<file path="src/rtl/alu_dec_issue_if.sv">
// Instruction-in / issue-out stream bundle for the ALU decode/issue stage.
// master = upstream fetch plus downstream ALU side; slave = the decode/issue block.
interface alu_dec_issue_if;
   logic        in_valid;
   logic        in_ready;
   logic [31:0] in_instr;
   logic [31:0] in_rs_data;
   logic [31:0] in_rt_data;
   logic        out_valid;
   logic        out_ready;
   logic [3:0]  out_aluop;
   logic [31:0] out_rega;
   logic [31:0] out_regb;
   logic [4:0]  out_dest;
   logic        out_wb_en;

   modport master (
      output in_valid, in_instr, in_rs_data, in_rt_data, out_ready,
      input  in_ready, out_valid, out_aluop, out_rega, out_regb, out_dest, out_wb_en
   );

   modport slave (
      input  in_valid, in_instr, in_rs_data, in_rt_data, out_ready,
      output in_ready, out_valid, out_aluop, out_rega, out_regb, out_dest, out_wb_en
   );
endinterface

</file>
<file path="src/rtl/alu_dec_issue.sv">
// MIPS32 decode/issue stage: decodes into the 4-bit ALU opcode and issues through a
// registered output slot plus one-entry skid buffer. Define ALU_DEC_MUL_EN to decode SPECIAL2 mul.
module alu_dec_issue #(
   parameter int CNT_W = 16
) (
   input  logic             clk,
   input  logic             rst_n,
   alu_dec_issue_if.slave   bus,
   output logic             illegal,
   output logic [CNT_W-1:0] issue_cnt,
   output logic [CNT_W-1:0] illegal_cnt
);

   typedef struct packed {
      logic [3:0]  aluop;
      logic [31:0] rega;
      logic [31:0] regb;
      logic [4:0]  dest;
      logic        wb_en;
   } issue_t;

   localparam logic [CNT_W-1:0] CNT_ONE = 1;

   logic [5:0]  opcode;
   logic [5:0]  funct;
   logic [4:0]  rt_idx;
   logic [4:0]  rd_idx;
   logic [4:0]  shamt;
   logic [15:0] imm;
   logic [31:0] imm_sext;
   logic [31:0] imm_zext;
   logic        unused_rs_idx;

   assign opcode   = bus.in_instr[31:26];
   assign rt_idx   = bus.in_instr[20:16];
   assign rd_idx   = bus.in_instr[15:11];
   assign shamt    = bus.in_instr[10:6];
   assign funct    = bus.in_instr[5:0];
   assign imm      = bus.in_instr[15:0];
   assign imm_sext = {{16{imm[15]}}, imm};
   assign imm_zext = {16'h0000, imm};
   // Register indices arrive already resolved as rs/rt data; the rs index itself is not needed.
   assign unused_rs_idx = ^bus.in_instr[25:21];

   issue_t dec;
   logic   dec_legal;

   always_comb begin
      // NOTE: every field gets a default before the case so no path leaves a latch behind.
      dec.aluop = 4'b0000;
      dec.rega  = bus.in_rs_data;
      dec.regb  = bus.in_rt_data;
      dec.dest  = (opcode == 6'b000000) ? rd_idx : rt_idx;
      dec.wb_en = 1'b1;
      dec_legal = 1'b1;
      case (opcode)
         6'b000000: begin
            case (funct)
               6'b100000: dec.aluop = 4'b0000;
               6'b100001: dec.aluop = 4'b1100;
               6'b100010: dec.aluop = 4'b0001;
               6'b100011: dec.aluop = 4'b1011;
               6'b100100: dec.aluop = 4'b0010;
               6'b100101: dec.aluop = 4'b0011;
               6'b100110: dec.aluop = 4'b0111;
               6'b100111: dec.aluop = 4'b1001;
               6'b101010: dec.aluop = 4'b0110;
               6'b101011: dec.aluop = 4'b0101;
               6'b000100: dec.aluop = 4'b0100;
               6'b000000: begin
                  dec.aluop = 4'b0100;
                  dec.rega  = {27'h0, shamt};
               end
               default:   dec_legal = 1'b0;
            endcase
         end
         6'b001000: begin dec.aluop = 4'b0000; dec.regb = imm_sext; end
         6'b001001: begin dec.aluop = 4'b1100; dec.regb = imm_sext; end
         6'b001010: begin dec.aluop = 4'b0110; dec.regb = imm_sext; end
         6'b001011: begin dec.aluop = 4'b0101; dec.regb = imm_sext; end
         6'b100011: begin dec.aluop = 4'b0000; dec.regb = imm_sext; end
         6'b101011: begin dec.aluop = 4'b0000; dec.regb = imm_sext; dec.wb_en = 1'b0; end
         6'b001100: begin dec.aluop = 4'b0010; dec.regb = imm_zext; end
         6'b001101: begin dec.aluop = 4'b0011; dec.regb = imm_zext; end
         6'b001110: begin dec.aluop = 4'b0111; dec.regb = imm_zext; end
         6'b001111: begin dec.aluop = 4'b1000; dec.regb = imm_zext; end
         6'b000100, 6'b000101: begin
            dec.aluop = 4'b0001;
            dec.dest  = 5'd0;
            dec.wb_en = 1'b0;
         end
         6'b000110: begin
            dec.aluop = 4'b1010;
            dec.rega  = 32'h0;
            dec.regb  = bus.in_rs_data;
            dec.dest  = 5'd0;
            dec.wb_en = 1'b0;
         end
`ifdef ALU_DEC_MUL_EN
         6'b011100: begin
            if (funct == 6'b000010) begin
               dec.aluop = 4'b1101;
               dec.dest  = rd_idx;
            end else begin
               dec_legal = 1'b0;
            end
         end
`else
         6'b011100: dec_legal = 1'b0;
`endif
         default: dec_legal = 1'b0;
      endcase
   end

   issue_t out_q;
   issue_t skid_q;
   logic   out_valid_q;
   logic   skid_full;
   logic   accept;
   logic   push;
   logic   drain;

   // Ready depends only on skid occupancy, so it never combinationally follows out_ready.
   assign bus.in_ready = ~skid_full;
   assign accept       = bus.in_valid & ~skid_full;
   assign push         = accept & dec_legal;
   assign drain        = out_valid_q & bus.out_ready;

   // NOTE: state registers use non-blocking assignments so every update sees pre-edge values.
   always_ff @(posedge clk or negedge rst_n) begin
      if (!rst_n) begin
         out_q       <= '0;
         skid_q      <= '0;
         out_valid_q <= 1'b0;
         skid_full   <= 1'b0;
         illegal     <= 1'b0;
         issue_cnt   <= '0;
         illegal_cnt <= '0;
      end else begin
         illegal <= accept & ~dec_legal;
         if (accept && !dec_legal) illegal_cnt <= illegal_cnt + CNT_ONE;
         if (drain) issue_cnt <= issue_cnt + CNT_ONE;

         // A full skid implies a held output; nothing new can be accepted in that state.
         if (skid_full) begin
            if (drain) begin
               out_q     <= skid_q;
               skid_full <= 1'b0;
            end
         end else if (push) begin
            if (!out_valid_q || drain) begin
               out_q       <= dec;
               out_valid_q <= 1'b1;
            end else begin
               skid_q    <= dec;
               skid_full <= 1'b1;
            end
         end else if (drain) begin
            out_valid_q <= 1'b0;
         end
      end
   end

   assign bus.out_valid = out_valid_q;
   assign bus.out_aluop = out_q.aluop;
   assign bus.out_rega  = out_q.rega;
   assign bus.out_regb  = out_q.regb;
   assign bus.out_dest  = out_q.dest;
   assign bus.out_wb_en = out_q.wb_en;

endmodule

</file>
<file path="src/flat_wrapper.sv">
// flat-port wrapper written by rule: the top's interface ports become plain ports
module alu_dec_issue_flat 
#(
   parameter int CNT_W = 16
)
  (clk, rst_n, illegal, issue_cnt, illegal_cnt, bus_in_valid, bus_in_instr, bus_in_rs_data, bus_in_rt_data, bus_out_ready, bus_in_ready, bus_out_valid, bus_out_aluop, bus_out_rega, bus_out_regb, bus_out_dest, bus_out_wb_en);
  alu_dec_issue_if bus_i ();
  input  logic clk;
  input  logic rst_n;
  output logic illegal;
  output logic [CNT_W-1:0] issue_cnt;
  output logic [CNT_W-1:0] illegal_cnt;
  input wire logic [$bits(bus_i.in_valid)-1:0] bus_in_valid;
  input wire logic [$bits(bus_i.in_instr)-1:0] bus_in_instr;
  input wire logic [$bits(bus_i.in_rs_data)-1:0] bus_in_rs_data;
  input wire logic [$bits(bus_i.in_rt_data)-1:0] bus_in_rt_data;
  input wire logic [$bits(bus_i.out_ready)-1:0] bus_out_ready;
  output wire logic [$bits(bus_i.in_ready)-1:0] bus_in_ready;
  output wire logic [$bits(bus_i.out_valid)-1:0] bus_out_valid;
  output wire logic [$bits(bus_i.out_aluop)-1:0] bus_out_aluop;
  output wire logic [$bits(bus_i.out_rega)-1:0] bus_out_rega;
  output wire logic [$bits(bus_i.out_regb)-1:0] bus_out_regb;
  output wire logic [$bits(bus_i.out_dest)-1:0] bus_out_dest;
  output wire logic [$bits(bus_i.out_wb_en)-1:0] bus_out_wb_en;
  assign bus_i.in_valid = bus_in_valid;
  assign bus_i.in_instr = bus_in_instr;
  assign bus_i.in_rs_data = bus_in_rs_data;
  assign bus_i.in_rt_data = bus_in_rt_data;
  assign bus_i.out_ready = bus_out_ready;
  assign bus_in_ready = bus_i.in_ready;
  assign bus_out_valid = bus_i.out_valid;
  assign bus_out_aluop = bus_i.out_aluop;
  assign bus_out_rega = bus_i.out_rega;
  assign bus_out_regb = bus_i.out_regb;
  assign bus_out_dest = bus_i.out_dest;
  assign bus_out_wb_en = bus_i.out_wb_en;
  alu_dec_issue #(.CNT_W(CNT_W)) u_core (.clk(clk), .rst_n(rst_n), .bus(bus_i), .illegal(illegal), .issue_cnt(issue_cnt), .illegal_cnt(illegal_cnt));
endmodule
</file>
<file path="config.mk">
export PLATFORM = sky130hd
export DESIGN_NAME = alu_dec_issue_flat
export DESIGN_NICKNAME = d
export VERILOG_FILES = /design/src/rtl/alu_dec_issue_if.sv /design/src/rtl/alu_dec_issue.sv /design/src/flat_wrapper.sv
export SDC_FILE = /design/constraint.sdc
export NUM_CORES = 1
export LEC_CHECK = 0
export CAP_MARGIN = 20
export CORE_MARGIN = 5
export CORE_UTILIZATION = 35
export DETAILED_ROUTE_END_ITERATION = 16
export MAX_ROUTING_LAYER = met4
export PLACE_DENSITY_LB_ADDON = 0.25
export SYNTH_ARGS = -nofsm -noshare
export SYNTH_HDL_FRONTEND = slang
export SYNTH_SLANG_ARGS = --single-unit
</file>
<file path="constraint.sdc">
create_clock -name clk -period 4.23 [get_ports clk]
set_input_delay 0.846 -clock clk [delete_from_list [all_inputs] [get_ports clk]]
set_output_delay 0.846 -clock clk [all_outputs]
set_load 0.01 [all_outputs]
</file>
==> metrics.txt <==
ys async rst share=100%; Placer Congestion=0.840; Design Power=6.57 mW; CTS buffer count=17; main area contributors after synthesis=dfrtp_1 (47%), mux2_2 (10%), mux2i_1 (3.2%); vias in the first global route=7,868; post-synth cell types=60; post-synthesis sequential area ratio=47.3%; Syn-to-layout area delta=32.7%; H-tree Lvls=4; All-Layer GR Usage=19.1%; die height=176 um; Cells after Synth=940; Core ar.=0.0276 mm^2; DP HPWL=19,800 um; share of layout cells above drive strength 1=17.6%; root buffer cell=clkbuf_16; Final ANT Viol Nets=0; Initial DRC Count=641; clock sink total=183; io pins=209; Place WS=0.422 ns; delay of the slowest cell on the worst path=0.70 ns; Hold Buf Count CTS=0; Slowest-stage cell, CP=or4_1; die area=0.0311 mm^2; Post-synth EDFFs=0; nets=1,229; Hold Vio Cnt, Final=0; initial antenna violation count=0; Inserted Diodes=0; Max Cap Viol=0; cell chain of the critical path=clkdlybuf4s50_1, or4_1, nor3_4, a2bb2oi_2, o21ai_4, buf_12, mux2_2; Port Buffers=203; outcome=completed; Routed WL=28,900 um; via count=7,979; RSZ-0062 raised after global routing=false; Synth Flop Type=dfrtp_1; post-detailed-route wirelength per cell=19.0 um; Mapped Area=0.00969 mm^2; Reg clk slew, reported paths=0.07 ns; DRC=0; Pleak=5.87 nW; worst path required time=4.54 ns; Final setup viols=0; Achievable Freq=0.291 GHz; final hold slack=0.471 ns; slew margin rel.=36.3%; Syn. warnings=0; Critical Path Sink Type=flop; final worst path period share=81.3%; drt via density=5.26; largest net degree at the start of global routing=114; Hold Path Class=flop to flop; delay-heaviest family, CP=simple AND/OR/NAND/NOR gates; TritonRoute pass-1 iters=5; crit path max fanout=32; Post-Syn Nets=1,042; cell area after layout=0.0129 mm^2; post-layout min period=3.44 ns; Placed Area=0.0123 mm^2; global route overflow=0; PostCTS Resize Cnt=0; starting density of the core=35.2%; CP Class=primary input to flop; Worst Tran Pin Value=0.955 ns; Setup WS post-layout=0.791 ns; FF+latch count, synth=183; Pins Over Slew Limit=0; clk buf depth=2; Pwr per Cell Area=511 mW/mm^2; Final TNS setup=0 ns; Die X=176 um; final setup skew=0.00920 ns; top cell type's share of synthesized area=47.3%; syn avg cell area=10.3 um^2; arrival time at the worst endpoint=3.75 ns; Post-CTS Repair Setup Buffers=0; largest area contributor in the netlist=dfrtp_1; later-pin clock latency in the skew report=0.44 ns; Row Count=61; crit path launch type=primary input; TritonCTS clock tree=built; Crit path buffers/inverters=2; first-pass GRT wire length=45,300 um; VDD IR max=0.242 mV
==> path summary, 6_finish.rpt <==
kind / from / endpoint / slack, ns / cells past startpoint
min: u_core.illegal_cnt[15] / u_core.illegal_cnt[15] / 0.47 / 1
min reg2reg: u_core.illegal_cnt[15] / u_core.illegal_cnt[15] / 0.47 / 1
max: bus_in_instr[28] / u_core.bus.out_rega[11] / 0.79 / 7
max in group asynchronous: rst_n / u_core.bus.out_aluop[0] / 2.81 / 2
max reg2reg: u_core.skid_full / u_core.skid_q[17] / 1.78 / 5
min in group asynchronous: rst_n / u_core.skid_q[60] / 0.52 / 1
==> layout by cell type, fill, tap and decap left out, types with 3 or more instances in the layout <==
cell type	count
a2111oi_0	22
a211oi_1	8
a21o_1	6
a21oi_1	22
a22oi_1	19
a311o_1	6
a31o_2	27
a31oi_1	18
a32oi_1	7
and3_1	32
buf_12	4
buf_4	32
clkbuf_16	17
clkdlybuf4s50_1	202
dfrtp_1	183
inv_1	59
inv_6	4
inv_8	6
mux2_1	24
mux2_2	88
mux2i_1	31
nand2_1	75
nand2b_1	5
nand3_1	35
nand3b_1	3
nand4_1	9
nor2_1	72
nor2b_1	5
nor3_1	3
o211ai_1	6
o21ai_0	13
o2bb2ai_1	16
xnor2_1	23
xor2_1	8
==> state kept, by name, indices dropped and copies added, names as in the netlist <==
signal                count
u_core.bus.out_regb      32
u_core.bus.out_rega      32
u_core.skid_full          1
u_core.bus.out_valid      1
u_core.issue_cnt         16
u_core.illegal_cnt       16
u_core.bus.out_aluop      4
u_core.bus.out_wb_en      1
u_core.illegal            1
u_core.skid_q            74
u_core.bus.out_dest       5
==> cell usage after synthesis, types with 3 or more instances <==
cell,number
nand2b_1,5
a311o_1,6
nor3_1,3
a22oi_1,19
xnor2_1,23
a21o_1,6
mux2i_1,31
nor2b_1,5
and3_1,32
dfrtp_1,183
a21oi_1,23
buf_2,13
inv_1,60
nand3_1,35
o21ai_0,14
nor2_1,73
a31o_2,27
mux2_2,88
buf_6,3
o2bb2ai_1,16
o211ai_1,6
nand4_1,9
a31oi_1,18
a2111oi_0,22
xor2_1,8
clkbuf_1,51
nand3b_1,3
mux2_1,24
a211oi_1,9
nand2_1,75
a32oi_1,7
==> kinds of logic after synthesis <==
logic type               share of synthesized area, %
AO/OA/AOI/OAI                                    14.7
multiplexers                                     16.2
buffers and inverters                            5.55
AND/OR/NAND/NOR                                  13.2
XOR/XNOR                                         2.80
adder cells (fa/ha/maj)                         0.258
flip-flops                                       47.3
==> power by group <==
part	internal (mW)	switching, mW	leakage [nW]
combinational	1.34	0.942	3.41
sequential	2.33	0.345	2.17
clock	0.812	0.800	0.289
==> layer usage <==
layer	GRT usage, %	up-vias	share of wire, %
li1	-	3759	-
met1	25.9	3964	46
met2	29.9	221	48
met3	3.49	35	4.7
met4	4.48	0	1.5
met5	-	-	0
==> cell type report <==
type / count / area (um^2)
Fill cell: 2657 / 14700
Tap cell: 378 / 473
Timing Repair Buffer: 239 / 2360
Inverter: 60 / 228
Sequential cell: 183 / 4580
Clock inverter: 14 / 151
Clock buffer: 18 / 439
Multi-Input combinational cell: 626 / 4630
==> per-stage QoR <==
step / cells / utilization (%)
after floorplan: 940 / -
after global placement: 1486 / 44.5
after detailed placement: 1486 / 44.5
after CTS: 1518 / 46.7
after global routing: 1518 / 46.7
final: 1518 / 46.7
Note: power is estimated with default switching activity, not from simulation.
